$ cat config.mk
export PLATFORM = sky130hd
export DESIGN_NAME = oven_controller
export DESIGN_NICKNAME = d
export VERILOG_FILES = /design/src/rtl/oven_pkg.sv /design/src/rtl/oven_controller_bcd_mmss_down.sv /design/src/rtl/oven_controller.sv
export SDC_FILE = /design/constraint.sdc
export NUM_CORES = 1
export LEC_CHECK = 0
export CAP_MARGIN = 20
export CORE_ASPECT_RATIO = 1.25
export CORE_MARGIN = 2
export CORE_UTILIZATION = 52
export DETAILED_ROUTE_END_ITERATION = 10
export PLACE_DENSITY = 0.78
export REMOVE_ABC_BUFFERS = 1
export SLEW_MARGIN = 20
export SYNTH_ARGS = -nofsm -noshare
export SYNTH_HDL_FRONTEND = slang
export SYNTH_SLANG_ARGS = --single-unit
$ cat constraint.sdc
create_clock -name clk -period 4.7 [get_ports clk]
set_clock_uncertainty 0.15 [all_clocks]
set_input_delay 0.94 -clock clk [delete_from_list [all_inputs] [get_ports clk]]
set_output_delay 0.94 -clock clk [all_outputs]
set_load 0.01 [all_outputs]
$ cat src/rtl/oven_pkg.sv
// Shared constants for the oven controller: state encoding, temperature and
// bake-time limits, and a minutes-to-BCD helper.
package oven_pkg;

    localparam int TEMP_W = 10;

    localparam logic [1:0] S_IDLE    = 2'd0;
    localparam logic [1:0] S_PREHEAT = 2'd1;
    localparam logic [1:0] S_BAKE    = 2'd2;
    localparam logic [1:0] S_DONE    = 2'd3;

    localparam logic [TEMP_W-1:0] TEMP_MIN     = 10'd150;
    localparam logic [TEMP_W-1:0] TEMP_MAX     = 10'd500;
    localparam logic [TEMP_W-1:0] TEMP_STEP    = 10'd5;
    localparam logic [TEMP_W-1:0] TEMP_DEFAULT = 10'd350;
    localparam logic [TEMP_W-1:0] AMBIENT      = 10'd70;
    localparam logic [TEMP_W-1:0] HEAT_RATE    = 10'd2;
    localparam logic [TEMP_W-1:0] COOL_RATE    = 10'd1;
    localparam logic [TEMP_W-1:0] HYST         = 10'd2;

    localparam logic [5:0] BAKE_DEFAULT = 6'd30;
    localparam logic [5:0] BAKE_MIN_LO  = 6'd1;
    localparam logic [5:0] BAKE_MIN_HI  = 6'd59;

    localparam logic [3:0] BUZZ_TICKS = 4'd10;

    // Binary minutes (0..59) to two BCD digits {tens, ones}.
    function automatic logic [7:0] min_to_bcd(input logic [5:0] m);
        logic [5:0] tens;
        logic [5:0] ones;
        tens = m / 6'd10;
        ones = m - (tens * 6'd10);
        return {tens[3:0], ones[3:0]};
    endfunction

endpackage

$ cat src/rtl/oven_controller_bcd_mmss_down.sv
// mm:ss BCD down-counter for the bake timer; load sets min:00, dec steps
// one second with BCD borrow and stops at 00:00.
module bcd_mmss_down
    import oven_pkg::*;
(
    input  logic       clk,
    input  logic       rst,
    input  logic       load,
    input  logic [5:0] load_min,
    input  logic       dec,
    output logic [15:0] value,
    output logic       zero
);

    logic [15:0] value_r;
    logic [15:0] dec_val_s;
    logic        zero_s;

    assign zero_s = (value_r == 16'h0000);

    // One-second BCD decrement with borrow through s1, s10, m1, m10
    always_comb begin
        dec_val_s = value_r;
        if (value_r[3:0] != 4'd0) begin
            dec_val_s[3:0] = value_r[3:0] - 4'd1;
        end else begin
            dec_val_s[3:0] = 4'd9;
            if (value_r[7:4] != 4'd0) begin
                dec_val_s[7:4] = value_r[7:4] - 4'd1;
            end else begin
                dec_val_s[7:4] = 4'd5;
                if (value_r[11:8] != 4'd0) begin
                    dec_val_s[11:8] = value_r[11:8] - 4'd1;
                end else begin
                    dec_val_s[11:8]  = 4'd9;
                    dec_val_s[15:12] = value_r[15:12] - 4'd1;
                end
            end
        end
    end

    // Counter register: load wins over decrement; holds at zero
    always_ff @(posedge clk) begin
        if (rst) begin
            value_r <= {min_to_bcd(BAKE_DEFAULT), 8'h00};
        end else if (load) begin
            value_r <= {min_to_bcd(load_min), 8'h00};
        end else if (dec && !zero_s) begin
            value_r <= dec_val_s;
        end else begin
            value_r <= value_r;
        end
    end

    assign value = value_r;
    assign zero  = zero_s;

endmodule

$ cat src/rtl/oven_controller.sv
// Oven sequencing controller: entry, preheat, thermostatic timed bake, done.
// Optional buzzer on DONE is built only when OVEN_CTRL_BUZZER_EN is defined.
module oven_controller
    import oven_pkg::*;
(
    input  logic                clk,
    input  logic                rst,
    input  logic                tick,
    input  logic                start,
    input  logic                cancel,
    input  logic                temp_up,
    input  logic                temp_down,
    input  logic                time_up,
    input  logic                time_down,
    output logic [1:0]          state,
    output logic                heater_on,
    output logic [TEMP_W-1:0]   target_temp,
    output logic [TEMP_W-1:0]   cur_temp,
    output logic [15:0]         time_bcd,
    output logic                done,
    output logic                buzzer
);

    logic [1:0]        state_r, state_next_s;
    logic              heater_r, heater_next_s;
    logic [TEMP_W-1:0] target_r, target_next_s;
    logic [TEMP_W-1:0] cur_r, cur_next_s;
    logic [5:0]        bake_min_r, bake_min_next_s;
    logic              done_r;
    logic [TEMP_W:0]   heat_sum_s;
    logic [TEMP_W:0]   tgt_sum_s;
    logic [TEMP_W-1:0] thr_lo_s;
    logic [15:0]       time_bcd_s;
    logic              zero_s;
    logic              load_s;
    logic              dec_s;
    logic              last_s;

    assign thr_lo_s = target_r - HYST;
    assign last_s   = (time_bcd_s == 16'h0001) || zero_s;

    // Temperature model step on tick, driven by the registered heater command
    always_comb begin
        heat_sum_s = {1'b0, cur_r} + {1'b0, HEAT_RATE};
        if (tick) begin
            if (heater_r) begin
                cur_next_s = (heat_sum_s > {1'b0, TEMP_MAX}) ? TEMP_MAX : heat_sum_s[TEMP_W-1:0];
            end else begin
                cur_next_s = (cur_r < (AMBIENT + COOL_RATE)) ? AMBIENT : (cur_r - COOL_RATE);
            end
        end else begin
            cur_next_s = cur_r;
        end
    end

    // Target and bake-time entry, only honoured in IDLE; up beats down
    always_comb begin
        target_next_s   = target_r;
        bake_min_next_s = bake_min_r;
        tgt_sum_s       = {1'b0, target_r} + {1'b0, TEMP_STEP};
        if (state_r == S_IDLE) begin
            if (temp_up) begin
                target_next_s = (tgt_sum_s > {1'b0, TEMP_MAX}) ? TEMP_MAX : tgt_sum_s[TEMP_W-1:0];
            end else if (temp_down) begin
                target_next_s = (target_r < (TEMP_MIN + TEMP_STEP)) ? TEMP_MIN : (target_r - TEMP_STEP);
            end else begin
                target_next_s = target_r;
            end
            if (time_up) begin
                bake_min_next_s = (bake_min_r >= BAKE_MIN_HI) ? BAKE_MIN_HI : (bake_min_r + 6'd1);
            end else if (time_down) begin
                bake_min_next_s = (bake_min_r <= BAKE_MIN_LO) ? BAKE_MIN_LO : (bake_min_r - 6'd1);
            end else begin
                bake_min_next_s = bake_min_r;
            end
        end else begin
            target_next_s   = target_r;
            bake_min_next_s = bake_min_r;
        end
    end

    // Sequencer and thermostat; cancel overrides everything, including start
    always_comb begin
        state_next_s  = state_r;
        heater_next_s = heater_r;
        if (cancel) begin
            state_next_s  = S_IDLE;
            heater_next_s = 1'b0;
        end else begin
            case (state_r)
                S_IDLE: begin
                    if (start) begin
                        state_next_s  = S_PREHEAT;
                        heater_next_s = 1'b1;
                    end else begin
                        state_next_s  = S_IDLE;
                        heater_next_s = 1'b0;
                    end
                end
                S_PREHEAT: begin
                    heater_next_s = 1'b1;
                    if (tick && (cur_next_s >= thr_lo_s)) begin
                        state_next_s = S_BAKE;
                    end else begin
                        state_next_s = S_PREHEAT;
                    end
                end
                S_BAKE: begin
                    if (tick) begin
                        if (last_s) begin
                            state_next_s  = S_DONE;
                            heater_next_s = 1'b0;
                        end else if (cur_next_s < thr_lo_s) begin
                            heater_next_s = 1'b1;
                        end else if (cur_next_s >= target_r) begin
                            heater_next_s = 1'b0;
                        end else begin
                            heater_next_s = heater_r;
                        end
                    end else begin
                        state_next_s  = S_BAKE;
                        heater_next_s = heater_r;
                    end
                end
                S_DONE: begin
                    heater_next_s = 1'b0;
                    if (start) begin
                        state_next_s = S_IDLE;
                    end else begin
                        state_next_s = S_DONE;
                    end
                end
                default: begin
                    state_next_s  = S_IDLE;
                    heater_next_s = 1'b0;
                end
            endcase
        end
    end

    // In IDLE (and on the way into or out of it) the counter mirrors bake_min:00
    assign load_s = (state_next_s == S_IDLE) || (state_r == S_IDLE);
    assign dec_s  = tick && (state_r == S_BAKE) && !load_s;

    bcd_mmss_down u_timer (
        .clk      (clk),
        .rst      (rst),
        .load     (load_s),
        .load_min (bake_min_next_s),
        .dec      (dec_s),
        .value    (time_bcd_s),
        .zero     (zero_s)
    );

    // Controller state registers
    always_ff @(posedge clk) begin
        if (rst) begin
            state_r    <= S_IDLE;
            heater_r   <= 1'b0;
            target_r   <= TEMP_DEFAULT;
            cur_r      <= AMBIENT;
            bake_min_r <= BAKE_DEFAULT;
            done_r     <= 1'b0;
        end else begin
            state_r    <= state_next_s;
            heater_r   <= heater_next_s;
            target_r   <= target_next_s;
            cur_r      <= cur_next_s;
            bake_min_r <= bake_min_next_s;
            done_r     <= (state_next_s == S_DONE);
        end
    end

`ifdef OVEN_CTRL_BUZZER_EN
    logic [3:0] buzz_cnt_r;
    logic       buzzer_r;

    // Buzzer toggles on each DONE tick for a fixed number of ticks, then rests
    always_ff @(posedge clk) begin
        if (rst) begin
            buzz_cnt_r <= 4'd0;
            buzzer_r   <= 1'b0;
        end else if ((state_next_s == S_DONE) && (state_r != S_DONE)) begin
            buzz_cnt_r <= BUZZ_TICKS;
            buzzer_r   <= 1'b0;
        end else if (state_next_s != S_DONE) begin
            buzz_cnt_r <= 4'd0;
            buzzer_r   <= 1'b0;
        end else if (tick && (buzz_cnt_r != 4'd0)) begin
            buzz_cnt_r <= buzz_cnt_r - 4'd1;
            buzzer_r   <= ~buzzer_r;
        end else begin
            buzz_cnt_r <= buzz_cnt_r;
            buzzer_r   <= buzzer_r;
        end
    end

    assign buzzer = buzzer_r;
`else
    assign buzzer = 1'b0;
`endif

    assign state       = state_r;
    assign heater_on   = heater_r;
    assign target_temp = target_r;
    assign cur_temp    = cur_r;
    assign time_bcd    = time_bcd_s;
    assign done        = done_r;

endmodule

# --- Yosys cells after proc, flatten, opt, wreduce, memory -nomap -nowiden ---
# Cells that the tools add are included.
# Widths: inputs -> output; s select.
classes:
  addsub: 12
  mul: 1
  n_div: 1
  magnitude_cmp: 9
  eq_ne: 10
  muxes: 34
  n_bitwise: 1
  reduce_logical: 23
ops:
  columns: ["op", "count"]
  rows:
  - ["$mux 10", 8]
  - ["$mux 16", 2]
  - ["$mux 6", 5]
  - ["$gt 11x9->1 const B", 2]
  - ["$ge 10x10->1", 2]
  - ["$eq 16x1->1 const B", 1]
  - ["$logic_not 16->1", 1]
  - ["$mux 4", 4]
  - ["$sub 4x1->4 const B", 4]
  - ["$mux 12", 1]
  - ["$reduce_bool 4->1", 3]
  - ["$add 10x2->11 const B", 1]
  - ["$add 10x3->11 const B", 1]
  - ["$lt 10x10->1", 1]
  - ["$lt 10x7->1 const B", 1]
  - ["$lt 10x8->1 const B", 1]
  - ["$mux 2", 5]
  - ["$sub 10x1->10 const B", 1]
  - ["$sub 10x2->10 const B", 1]
  - ["$sub 10x3->10 const B", 1]
  - ["$mux 8", 1]
  - ["$ne 2x2->1 const B", 4]
  - ["$pmux 2 s4", 1]
  - ["$add 6x1->6 const B", 1]
  - ["21 further kinds", 38]
word_totals:
  register_bits: 46
  out_inout_bits: 41
  wordCells: 101

# --- Depth between registers and ports, before layout ---
depth:
  word_depth: 17
  depth_mapped: 19

# --- Cells and area by module ---
# A second synthesis with hierarchy kept.
unflattened:
  cells_unflattened: 586
  area_unflattened_um2: 4398.0
modules_own_cells:
  columns: ["mod", "instances", "cells_each", "area_each_um2", "seq_area_each_um2"]
  rows:
  - ["oven_controller", 1, 447, 3301.9, 600.6]
  - ["bcd_mmss_down", 1, 139, 1096.1, 320.3]

# --- Least setup slack after synthesis ---
# No wires, ideal clock.
synth_timing:
  kind: "input to register"
  from: "input time_up"
  to: "register u_timer.value_r[11] (netlist: u_timer.value[11])"
  setup_ns: 0.084
  t_arrival_ns: 4.381
  slack_ns: 0.085
  stages: 15
  n_path_buf: 0
  path_cell_list: "or4b_4 > or4_4 > a221oi_4 > maj3_1 > mux2i_1 > ha_1 > nand2_1 > a22oi_1 > and3b_1 > inv_2 > ha_1 > fa_1 > xnor2_2 > xnor2_1 > o31ai_2"
synth_via:
  elab_chain_len: 6
synth_rtl:
  columns: ["item", "line", "text"]
  rows:
  - ["start: declaration", "oven_controller.sv:13", "input logic time_up,"]
  - ["$mux 6 (*)", "oven_controller.sv:69", "if (time_up) begin"]
  - ["$mux 6 (*)", "oven_controller.sv:61", "if (state_r == S_IDLE) begin"]
  - ["$div 6x4->6", "oven_pkg.sv:31", "tens = m / 6'd10;"]
  - ["$mul 6x3->3", "oven_pkg.sv:32", "ones = m - (tens * 6'd10);"]
  - ["$sub 4x4->4 (*)", "oven_pkg.sv:32", null]
  - ["$mux 16 (*)", "oven_controller_bcd_mmss_down.sv:46", "end else if (load) begin"]
  - ["end signal: assignment", "oven_controller_bcd_mmss_down.sv:45", "value_r <= {min_to_bcd(BAKE_DEFAULT), 8'h00};"]
  - ["end signal: assignment", "oven_controller_bcd_mmss_down.sv:47", "value_r <= {min_to_bcd(load_min), 8'h00};"]
  - ["end signal: assignment", "oven_controller_bcd_mmss_down.sv:49", "value_r <= dec_val_s;"]
  - ["end: declaration", "oven_controller_bcd_mmss_down.sv:15", "logic [15:0] value_r;"]
# Mark *: on every way between the ends. The rest lies on a longest branch, timed or not.
# A chain may end at the register's enable or synchronous reset.

# --- Worst setup path in the final report ---
# Same ends and word-level chain as after synthesis.

==> flow_summary.toml <==
[status]
status = "completed"

[power_and_ir_drop]
ir_drop_v = 0.000184
finalPower_w = 0.00135
power_density_mw_per_mm2 = 274
leakage_nw = 1.98

[floorplanning]
core_area_mm2 = 0.00784
row_count = 36
die_area_mm2 = 0.00882
io_pins = 50
initial_core_util = 0.536
die_width_um = 84.4
die_y_um = 105

[sta]
max_freq_ghz = 0.226
tns_ns = 0
finalSetupViolCount = 0
period_needed_ns = 4.42
slew_headroom = 0.296
maxSlewViolCount = 0
hold_viol_final = 0
fin_crit_sh = 0.940
worst_slew_pin_slew_ns = 1.05
setup_ws_ns = 0.284
rsz0062_at_grt = "false"

[final_layout]
layout_common_cells = "nor2_1 (55), nand2_1 (49), dfxtp_1 (46), clkdlybuf4s50_1 (46), ha_1 (39)"
final_nets = 655
diodes = 0
layout-drive-gt1-share = 0.0809
final_util = 0.630
fillCellCount = 726
syn2layout_area_growth_pct = 17.4
finalNonFillerCells = 701
final_common_cell = "nor2_1"

[global_routing]
grt_use_met2 = 0.409
grt.overflow.total = 0
grt_pass1_vias = 3936
grt_use_met3 = 0.0324
grt_busiest_layer = "met2"
grt_pass1_wl_um = 18700
grt_util_met1 = 0.333
antenna_found_initial = 0
grt_max_degree = 41
grt_util_all_layers = 0.247

[worst_setup_path]
crit_chain = "dlymetal6s2s_1, or4b_4, or4_4, a221oi_4, maj3_2, mux2i_2, ha_1, nand2_2, a22oi_2, and3b_2, inv_2, ha_2, fa_2, xnor2_2, xnor2_1, o31ai_2"
crit_buf_inv = 2
critPathTopFamily = "simple AND/OR/NAND/NOR gates"
regToRegStartpoint = "cur_temp[1]"
worst_setup_path_start_kind = "primary input"
path_max_fanout = 2
worst-r2r-cell-count = 17
cp-startpoint = "time_up"
worstPathArrival_ns = 4.50
cp_num_cells = 16
required_ns = 4.79
end_kind = "flip-flop"
worst-setup-path-type = "in2reg"
critPathSlowestCell = "or4b_4"
cp_slowest_stage_delay_ns = 0.54

[clocking]
path_clk_slew_ns = 0.09
root_buffer = "clkbuf_8"
cts_tree = "yes"
cts_buffer_depth = 2
cts.sinks = 46
numCtsBuffers = 5
clk_latency_ns = 0.31
h-tree-depth = 2
ctsHoldBuffers = 0

[hold_path]
hp-start = "u_timer.value[0]"
hold_class = "reg2reg"
hold_path_depth = 2

[synth]
synthCells = 565
synthFlopType = "dfxtp_1"
synth_warnings = 0
synth_edf_count = 0
synth.distinct_cells = 74
avgSynthCellArea_um2 = 7.44
ys_seq_area_frac = 0.219
syn_area_mm2 = 0.00420
async_flop_share = 0
synth-seq-cells = 46

[run]
max_cap_violations = 0

[drt]
via_per_inst = 6.10
drtIter0Drc = 215
dr_total_vias = 4278
drt-pass1-iter-count = 5
detail-route-antenna-nets = 0
remaining_drc_errors = 0
routedWlPerCell_um = 15.4
drt-total-wl_um = 10800

[place]
dp_hpwl_um = 7870
port_buffers = 48
dp_slack_ns = -0.408
placed_cells_incl_taps = 690
gp_congestion = 0.893
## worst register-to-register path: stages, from the launching register on
cell,delay (ns)
dfxtp_1,0.49
inv_1,0.14
ha_1,0.32
nand2b_1,0.10
a21oi_1,0.15
o21ai_0,0.11
a211o_1,0.34
a21o_1,0.17
and2_1,0.22
a221oi_1,0.59
ha_1,0.30
o21ai_0,0.08
a21oi_1,0.15
o2111ai_1,0.17
a21o_1,0.20
a32oi_1,0.23
mux2i_1,0.21
nor3_1,0.06
## worst paths after layout
path	to	slack (ns)
min reg2reg	u_timer.value[0]	0.35
min	u_timer.value[0]	0.35
max	u_timer.value[11]	0.28
max reg2reg	heater_on	0.41
## synth_stat cells, types with 4 or more instances
| library cell | instances | area, µm² |
|---|---|---|
| a21o_1 | 5 | 37.5 |
| a211oi_1 | 5 | 37.5 |
| nor4_1 | 10 | 62.6 |
| nor2b_1 | 12 | 75.1 |
| or3_1 | 4 | 25.0 |
| nand2b_1 | 10 | 62.6 |
| mux2i_1 | 5 | 50.1 |
| a211o_1 | 4 | 35.0 |
| o22ai_1 | 4 | 25.0 |
| o21bai_1 | 4 | 30.0 |
| or2_2 | 6 | 37.5 |
| nor3b_1 | 4 | 30.0 |
| a221oi_1 | 7 | 61.3 |
| dfxtp_1 | 46 | 921 |
| o211ai_1 | 6 | 45.0 |
| and2_1 | 6 | 37.5 |
| inv_1 | 33 | 124 |
| o21a_1 | 5 | 37.5 |
| nor3_1 | 30 | 150 |
| a21oi_1 | 35 | 175 |
| ha_1 | 40 | 500 |
| o21ai_0 | 35 | 175 |
| nand4_1 | 8 | 50.1 |
| clkbuf_1 | 25 | 93.8 |
| nand3_1 | 9 | 45.0 |
| nand2_1 | 50 | 188 |
| a41oi_1 | 4 | 35.0 |
| a22oi_1 | 4 | 30.0 |
| a31oi_1 | 7 | 43.8 |
| xnor2_1 | 14 | 123 |
| nor2_1 | 55 | 206 |
## kinds of logic (layout without fill, tap and decap cells)
kind of cell             Yosys count  after routing  share of synthesized area
buffers and inverters             69            110                     0.0664
AND/OR/NAND/NOR                  224            224                      0.272
AO/OA/AOI/OAI                    158            158                      0.259
other                              1              1                   0.000892
flip-flops                        46             46                      0.219
multiplexers                       7              7                     0.0173
XOR/XNOR                          18             18                     0.0393
adder cells (fa/ha/maj)           42             42                      0.126
## layout make-up
type | instances | area (µm²) | area share
tap | 95 | 119 | 0.0241
sequential | 46 | 921 | 0.187
clock buffer | 6 | 72.6 | 0.0147
timing repair buffer | 67 | 632 | 0.128
inverter | 35 | 131 | 0.0266
multi-input combinational | 450 | 3020 | 0.612
clock inverter | 2 | 37.5 | 0.00760
## sequential cells by signal, summed over array words and instances, names as in the netlist
| name | cells |
|---|---|
| u_timer.value | 16 |
| done | 1 |
| heater_on | 1 |
| target_temp | 10 |
| state | 2 |
| bake_min_r | 6 |
| cur_temp | 10 |
## through the flow
stage / hold slack (ns) / cell area [µm²]
3_3_place_gp: 0.330 / 4780
5_1_grt: 0.381 / 4940
2_1_floorplan: 0.350 / 4060
6_report: 0.353 / 4940
3_5_place_dp: 0.339 / 4780
4_1_cts: 0.351 / 4910
## power by group
group / total, W / internal [W] / switching, W / leakage, nW
Clock: 0.000305 / 0.000159 / 0.000146 / 0.0514
Sequential: 0.000500 / 0.000424 / 0.0000762 / 0.377
Combinational: 0.000546 / 0.000271 / 0.000274 / 1.56
## repair_timing
action                                  in CTS  in global routing
resized for setup                            4                  6
pin swaps                                    6                 10
endpoints found under the setup margin       1                  2
buffers inserted                             2                  1
## metal layers
metal / up-vias / wire, µm
li1: 2130 / -
met1: 1997 / 4880
met2: 129 / 5210
met3: 22 / 458
met4: 0 / 245
met5: - / 0
No activity file was read; power rests on OpenSTA's default activity.
